## src/rtl/rf_arb_pkg.sv

```systemverilog
// rtl/rf_arb_pkg.sv - shared types and defaults for the register-file write arbiter
package rf_arb_pkg;

    typedef enum logic {
        ARB_NORM  = 1'b0,
        ARB_FORCE = 1'b1
    } arb_state_t;

    localparam int DEF_ADDR_W = 5;
    localparam int DEF_DATA_W = 32;
    localparam int NUM_REGS   = 2 ** DEF_ADDR_W;
    localparam int CNT_W      = 4;

endpackage

```

## src/rtl/rf_scoreboard.sv

```systemverilog
// rtl/rf_scoreboard.sv - per-register pending-B-write flags (set on issue, clear on B handshake)
module rf_scoreboard
    import rf_arb_pkg::*;
#(
    parameter int ADDR_W = DEF_ADDR_W
) (
    input  logic                   CLK,
    input  logic                   RST_N,
    input  logic                   i_issue,
    input  logic [ADDR_W-1:0]      i_issue_addr,
    input  logic                   i_retire,
    input  logic [ADDR_W-1:0]      i_retire_addr,
    output logic [2**ADDR_W-1:0]   o_busy
);

    localparam int NREGS = 2 ** ADDR_W;

    logic [NREGS-1:0] r_busy;
    logic [NREGS-1:0] w_set;
    logic [NREGS-1:0] w_clr;

    always_comb begin
        w_set = '0;
        w_clr = '0;
        if (i_issue)
            w_set[i_issue_addr] = 1'b1;
        if (i_retire)
            w_clr[i_retire_addr] = 1'b1;
        w_set[0] = 1'b0;
    end

    // Set has priority so a re-issue in the retiring cycle stays pending.
    always_ff @(posedge CLK or negedge RST_N) begin
        if (!RST_N)
            r_busy <= '0;
        else
            r_busy <= (r_busy & ~w_clr) | w_set;
    end

    assign o_busy = {r_busy[NREGS-1:1], 1'b0};

endmodule

```

## src/rtl/rf_write_arbiter.sv

```systemverilog
// rtl/rf_write_arbiter.sv - single-write-port arbiter: pipeline writeback (A) vs multi-cycle unit (B)
// Optional scoreboard enabled by macro RF_SCOREBOARD_EN.
module rf_write_arbiter
    import rf_arb_pkg::*;
#(
    parameter int STARVE_LIMIT = 4,
    parameter int DATA_W       = DEF_DATA_W,
    parameter int ADDR_W       = DEF_ADDR_W
) (
    input  logic                   CLK,
    input  logic                   RST_N,
    input  logic                   a_we,
    input  logic [ADDR_W-1:0]      a_addr,
    input  logic [DATA_W-1:0]      a_data,
    output logic                   a_stall,
    input  logic                   b_valid,
    input  logic [ADDR_W-1:0]      b_addr,
    input  logic [DATA_W-1:0]      b_data,
    output logic                   b_ready,
    input  logic                   b_issue,
    input  logic [ADDR_W-1:0]      b_issue_addr,
    output logic [2**ADDR_W-1:0]   busy,
    output logic                   reg_write_sig,
    output logic [ADDR_W-1:0]      write_reg,
    output logic [DATA_W-1:0]      write_data
);

    localparam logic [CNT_W-1:0] CNT_LAST = CNT_W'(STARVE_LIMIT - 1);

    arb_state_t       r_state;
    arb_state_t       w_state_nxt;
    logic [CNT_W-1:0] r_cnt;
    logic [CNT_W-1:0] w_cnt_nxt;

    logic w_a_live;
    logic w_grant_a;
    logic w_grant_b;
    logic w_a_stall;
    logic w_b_ready;
    logic w_b_blocked;

    assign w_a_live = a_we && (a_addr != '0);

    always_ff @(posedge CLK or negedge RST_N) begin
        if (!RST_N) begin
            r_state <= ARB_NORM;
            r_cnt   <= '0;
        end else begin
            r_state <= w_state_nxt;
            r_cnt   <= w_cnt_nxt;
        end
    end

    always_comb begin
        w_grant_a   = 1'b0;
        w_grant_b   = 1'b0;
        w_a_stall   = 1'b0;
        w_b_ready   = 1'b0;
        w_state_nxt = ARB_NORM;
        w_cnt_nxt   = '0;

        if (r_state == ARB_FORCE && b_valid) begin
            w_grant_b = 1'b1;
            w_b_ready = 1'b1;
            w_a_stall = a_we;
        end else if (w_a_live) begin
            w_grant_a = 1'b1;
        end else if (b_valid) begin
            w_grant_b = 1'b1;
            w_b_ready = 1'b1;
        end

        w_b_blocked = b_valid && !w_b_ready;

        // Forced grant is one cycle; counter restarts on entry.
        if (w_b_blocked) begin
            if (r_state == ARB_NORM && r_cnt == CNT_LAST)
                w_state_nxt = ARB_FORCE;
            else
                w_cnt_nxt = r_cnt + 1'b1;
        end
    end

    always_comb begin
        reg_write_sig = 1'b0;
        write_reg     = '0;
        write_data    = '0;
        if (RST_N) begin
            if (w_grant_a) begin
                reg_write_sig = 1'b1;
                write_reg     = a_addr;
                write_data    = a_data;
            end else if (w_grant_b && b_addr != '0) begin
                reg_write_sig = 1'b1;
                write_reg     = b_addr;
                write_data    = b_data;
            end
        end
    end

    assign a_stall = RST_N && w_a_stall;
    assign b_ready = RST_N && w_b_ready;

`ifdef RF_SCOREBOARD_EN
    rf_scoreboard #(
        .ADDR_W (ADDR_W)
    ) u_scoreboard (
        .CLK           (CLK),
        .RST_N         (RST_N),
        .i_issue       (b_issue),
        .i_issue_addr  (b_issue_addr),
        .i_retire      (b_valid && b_ready),
        .i_retire_addr (b_addr),
        .o_busy        (busy)
    );
`else
    logic w_unused_issue;
    assign w_unused_issue = ^{b_issue, b_issue_addr};
    assign busy = '0;
`endif

endmodule
```

## config.mk

```make
export PLATFORM = sky130hd
export DESIGN_NAME = rf_write_arbiter
export DESIGN_NICKNAME = d
export VERILOG_FILES = /design/src/rtl/rf_arb_pkg.sv /design/src/rtl/rf_scoreboard.sv /design/src/rtl/rf_write_arbiter.sv
export SDC_FILE = /design/constraint.sdc
export NUM_CORES = 1
export LEC_CHECK = 0
export CAP_MARGIN = 20
export CORE_UTILIZATION = 24
export CTS_CLUSTER_DIAMETER = 50
export DETAILED_ROUTE_END_ITERATION = 8
export PLACE_DENSITY = 0.85
export SETUP_SLACK_MARGIN = 0.05
export SYNTH_ARGS = -nofsm -noshare
export SYNTH_HDL_FRONTEND = slang
export SYNTH_SLANG_ARGS = --single-unit
```

## constraint.sdc

```tcl
create_clock -name CLK -period 5.12 [get_ports CLK]
set_input_delay 1.28 -clock CLK [delete_from_list [all_inputs] [get_ports CLK]]
set_output_delay 1.28 -clock CLK [all_outputs]
set_load 0.005 [all_outputs]
```

# After elaboration in Yosys (flattened, before gate mapping)
# Index checks and enable logic that the tools add are counted.
# classes
addsub	1
eq_ne	1
n_mux	19
bitwise	1
reduce_logical	10
# op_table
operator	count
2-to-1 mux 32 bit	3
2-to-1 mux 5 bit	3
2-to-1 mux 1 bit	11
nonzero test 5 bit	2
2-to-1 mux 4 bit	2
logical AND 1 bit	7
adder 4 x 1 -> 4 bit, second input constant	1
== test 4 x 2 -> 1 bit, second input constant	1
logical NOT 1 bit	1
inverter 1 bit	1
# totals
register_bits	5
in_bits	84
output_inout_bits	72
wordCells	34

# Longest topological paths before layout
# depth
ltp_word	8
mapped_depth	6
ltp_nobuf	4

# Worst setup path before layout
# OpenSTA, ideal clock, no wires.
# synth_timing
path_kind	in2out
from	input port b_addr[0]
to	output port write_data[10]
arrival_time_ns	2.371
required_ns	3.840
slack_ns	1.469
cell_stages	5
n_path_buf	1
cell_sequence	or4_4 nor2_4 nor3_4 buf_6 a22o_1
# synth_between
elab_chain_len	5
# synth_lines
element	line_no	text
start, declared	rf_write_arbiter.sv:17	input logic [ADDR_W-1:0] b_addr,
nonzero test 5 bit	rf_write_arbiter.sv:93	end else if (w_grant_b && b_addr != '0) begin
logical AND 1 bit	rf_write_arbiter.sv:93	
2-to-1 mux 32 bit	rf_write_arbiter.sv:93	
2-to-1 mux 32 bit	rf_write_arbiter.sv:89	if (w_grant_a) begin
2-to-1 mux 32 bit	rf_write_arbiter.sv:88	if (RST_N) begin
end, declared	rf_write_arbiter.sv:25	output logic [DATA_W-1:0] write_data
# Every way passes these cells.

# Worst setup path in the final report
# layout_timing
from	input port a_addr[4]
to	output port write_data[13]
# layout_between
elab_chain_len	8
word_cells_on_any_way	10
classes_between	7 x mux; 3 x reduce/logical
# layout_lines
element	line_no	text
start, declared	rf_write_arbiter.sv:13	input logic [ADDR_W-1:0] a_addr,
nonzero test 5 bit *	rf_write_arbiter.sv:42	assign w_a_live = a_we && (a_addr != '0);
logical AND 1 bit *	rf_write_arbiter.sv:42	
2-to-1 mux 1 bit	rf_write_arbiter.sv:66	end else if (w_a_live) begin
2-to-1 mux 1 bit	rf_write_arbiter.sv:62	if (r_state == ARB_FORCE && b_valid) begin
logical AND 1 bit	rf_write_arbiter.sv:93	
2-to-1 mux 32 bit	rf_write_arbiter.sv:93	
2-to-1 mux 32 bit *	rf_write_arbiter.sv:89	
2-to-1 mux 32 bit *	rf_write_arbiter.sv:88	
# Every way passes the cells marked *; elsewhere a longest branch is shown, timed or not.

==> impl_summary.md <==
Run status
The run finished with clean final reports.

Critical path
In this run the worst path has a maximum fanout of 34. The cell type with the highest occurrence count on the critical path is sky130_fd_sc_hd__clkdlybuf4s50_1. The slowest stage of the critical path is the sky130_fd_sc_hd__clkdlybuf4s50_1 cell. The signal on the critical path passes through clkdlybuf4s50_1, nor3_2, a211oi_2, nor3_4, buf_12, a22o_1, clkdlybuf4s50_1. STA puts the critical path data required time at 3840 ps. STA classifies the critical path endpoint as a primary output. By startpoint and endpoint, the worst setup path is classified as primary input to primary output. The arrival time of data at the critical path endpoint is 3400 ps. In this design, the stage delay of the slowest critical-path cell is 530 ps. STA classifies the critical path startpoint as a primary input.

Place
The detailed placement HPWL is 3100 um. The count of input and output buffers is 117. Timing analysis after detailed placement gives a worst setup slack of 433 ps.

The last weighted congestion value of the routability-driven placer is 0.744.

Die
Row generation in the floorplan step produced 22 rows. Once the floorplan was initialized, standard cells occupied 25.7% of the core. From bottom edge to top edge, the die measures 65.6 um.

The number of top-level pins is 156. The die covers 0.00430 mm^2. The total core area is 0.00377 mm^2.

The width of the die is 65.6 um.

Yosys
Counting flops with an async set or reset pin after synthesis yields a share of 100%. The synthesized netlist devotes 39.2% of its cell area to compound gates. The post-synthesis instance total is 112. The yosys synthesis warning count is 0. Synthesis inferred 5 register bits.

The fraction of the yosys area taken by sequential cells is 12.9%. The parity-gate share of the synthesized area counting xor and xnor cells is 0.903%. The most instantiated flip-flop cell in the synthesis netlist is sky130_fd_sc_hd__dfrtp_1. The number of library cell types mapped by synthesis is 30. Measured against the total synthesized area, the mux share comes to 0%. Of the total synthesized cell area, the portion taken by full adders, half adders and majority gates is 1.29%. Each instance of the synthesized netlist takes up on average 8.66 um^2.

In this run, synthesis inferred 0 flip-flops with an integrated enable. The summed instance area of the synthesized netlist is 970 um^2. The dominant combinational cell family by area after synthesis is compound AO/OA/AOI/OAI gates. The synthesized-area fraction occupied by and/or/nand/nor cells is 14.6%.

Timing
The worst path needs 4680 ps of the cycle, external delays included. Setup slack closes at 437 ps. The total setup violations reported at the end of the flow is 0. The final hold violation count is 0.

The max-slew violation count is 0. Derived from the worst setup path, the maximum achievable clock frequency is 214 MHz. Adding up every negative setup slack in the final design gives 0 ps. The setup skew after layout is 3.20 ps. Setup repair after global routing left no endpoint under its margin.

The post-route fraction of the period consumed by the critical path is 91.5%. Final hold analysis gives a worst-case slack of 482 ps.

Power and ir drop
Dividing total power by cell area gives a power density of 124 mW/mm^2. The leakage power of the design is 0.882 nW. The worst voltage drop across the vdd grid is 0.0928 mV.

GRT
The global-route total usage across every layer is 15.5%. The first-pass GRT wire length is 5180 um. The residual overflow from global routing is 0. The initial antenna violation count came to 0. The via count of the first global-routing pass is 1071. Entering global routing, the biggest net connects 35 pins.

Clock tree
Clock-pin slew was measured on the worst setup and hold paths at 40 ps. The post-CTS setup buffer count is 0. The number of clock buffers added by TritonCTS is 3. The later-pin clock latency in the skew report is 220 ps. The level count of the clock H-tree is 1. TritonCTS built the clock tree. The sink count of the clock tree is 5. The post-cts gate resize count is 0. Counting along the longest clock path gives a buffer depth of 2. The library cell used as clock root buffer is sky130_fd_sc_hd__clkbuf_8.

The number of hold buffers added after CTS is 0.

Routing
The total vias in the final route is 1191. The total wire length is 3760 um. The detail route stage leaves a number of antenna-violating nets equal to 0. The detailed router finished its first iteration with 24 violations. The number of detailed-route iterations in the first pass is 3. In the routed layout, each cell is associated on average with a via count of 4.30. The post-detailed-route DRC marker count is 0. After detailed routing, the average wire length per cell comes to 13.6 um.

Final layout
The diode insertion count for antenna repair is 0. The share of final-layout standard cells stronger than drive strength 1 is 8.30%. Cells fill 56.0% of the core in the end. At the end of the flow, the number of nets in the layout was 315. Relative to the synthesized area, the layout overhead comes to 118%.

Worst hold path
The min-delay analysis places its worst path in the category flop to flop.

Flow run
Across the run, the number of max-cap violations was 0.
==> metrics by stage <==
stage                     std cells  power, W  cell area [um^2]
final                           277  0.000262              2110
after global placement          273  0.000188              2070
after floorplan                 143  0.000101              1090
after CTS                       277  0.000265              2110
after global routing            277  0.000276              2110
after detailed placement        273  0.000189              2070
==> registers in the layout (all words and copies together), names as in the netlist <==
name,count
r_cnt,4
r_state,1
==> logic make-up after synthesis <==
kind of cell    Yosys count
compound gates           43
buf+inv                  40
simple gates             21
flops                     5
xor+xnor                  1
fa+ha+maj                 1
other cells               1
==> per-layer routing <==
layer / global-route usage, % / share of wire, %
met2: 27.2 / 49
met1: 18.4 / 39
met3: 4.69 / 12
met4: 3.26 / 0
met5: 0 / 0
==> report_power, final <==
group | switching, W | internal [W]
Sequential | 0.000000553 | 0.0000405
Clock | 0.0000216 | 0.0000524
Combinational | 0.0000460 | 0.000101
Total | 0.0000681 | 0.000194
==> cells in the final DEF, fill, tap and decap left out <==
cell type                         netlist  final
sky130_fd_sc_hd__nor2_4                 1      1
sky130_fd_sc_hd__a21oi_1                3      3
sky130_fd_sc_hd__nand2_1                3      3
sky130_fd_sc_hd__buf_12                 0      1
sky130_fd_sc_hd__nand3b_1               2      2
sky130_fd_sc_hd__a22o_1                32     32
sky130_fd_sc_hd__xor2_1                 1      1
sky130_fd_sc_hd__conb_1                 1     32
sky130_fd_sc_hd__nor3b_1                1      1
sky130_fd_sc_hd__o21a_1                 1      1
sky130_fd_sc_hd__nor3_1                 1      1
sky130_fd_sc_hd__buf_4                 32      3
sky130_fd_sc_hd__nand2b_1               1      1
sky130_fd_sc_hd__and2_1                 1      1
sky130_fd_sc_hd__a32o_1                 1      1
sky130_fd_sc_hd__clkbuf_8               0      3
sky130_fd_sc_hd__a221oi_2               1      1
sky130_fd_sc_hd__ha_1                   1      1
sky130_fd_sc_hd__nor3_4                 1      1
sky130_fd_sc_hd__a211oi_2               1      1
sky130_fd_sc_hd__dfrtp_1                5      5
sky130_fd_sc_hd__nor2_1                 4      4
sky130_fd_sc_hd__clkdlybuf4s50_1        0    117
sky130_fd_sc_hd__clkinv_2               0      1
sky130_fd_sc_hd__nor2b_1                1      1
sky130_fd_sc_hd__and2b_2                1      1
sky130_fd_sc_hd__nand3_1                1      1
sky130_fd_sc_hd__inv_1                  1      1
sky130_fd_sc_hd__or4_4                  1      1
sky130_fd_sc_hd__nor3_2                 1      1
sky130_fd_sc_hd__a22o_2                 4      4
sky130_fd_sc_hd__and3_1                 1      1
==> worst max-delay path: cells and delay by family <==
family / cells / cell delay, ps
buf+inv: 3 / 1200
compound gates: 2 / 320
simple gates: 2 / 580
==> final timing paths <==
check / from / endpoint / slack [ps] / cells after the start
max reg2reg: r_state$_DFF_PN0_ / r_cnt[1]$_DFF_PN0_ / 4040 / 2
min in group asynchronous: RST_N / r_state$_DFF_PN0_ / 1370 / 2
max: a_addr[4] / write_data[13] / 440 / 7
min reg2reg: r_cnt[0]$_DFF_PN0_ / r_cnt[0]$_DFF_PN0_ / 480 / 1
max in group asynchronous: RST_N / r_cnt[1]$_DFF_PN0_ / 3620 / 2
min: r_cnt[0]$_DFF_PN0_ / r_cnt[0]$_DFF_PN0_ / 480 / 1
==> layout make-up <==
class / instances / area, um^2
multi-input combinational: 98 / 663
inverter: 1 / 3.75
clock buffer: 3 / 41.3
clock inverter: 1 / 5.00
timing repair buffer: 121 / 1210
tap: 48 / 60.1
fill: 351 / 1660
sequential: 5 / 125
==> synth_stat cells (2+ instances only) <==
cell / instances / share of area (%)
sky130_fd_sc_hd__nor2_1: 4 / 1.5
sky130_fd_sc_hd__a22o_1: 32 / 29
sky130_fd_sc_hd__a21oi_1: 3 / 1.5
sky130_fd_sc_hd__buf_2: 4 / 2.1
sky130_fd_sc_hd__a22o_2: 4 / 4.1
sky130_fd_sc_hd__nand3b_1: 2 / 1.5
sky130_fd_sc_hd__buf_6: 3 / 3.5
sky130_fd_sc_hd__buf_4: 32 / 25
sky130_fd_sc_hd__dfrtp_1: 5 / 13
sky130_fd_sc_hd__nand2_1: 3 / 1.2
No activity file was read; power rests on OpenSTA's default activity.
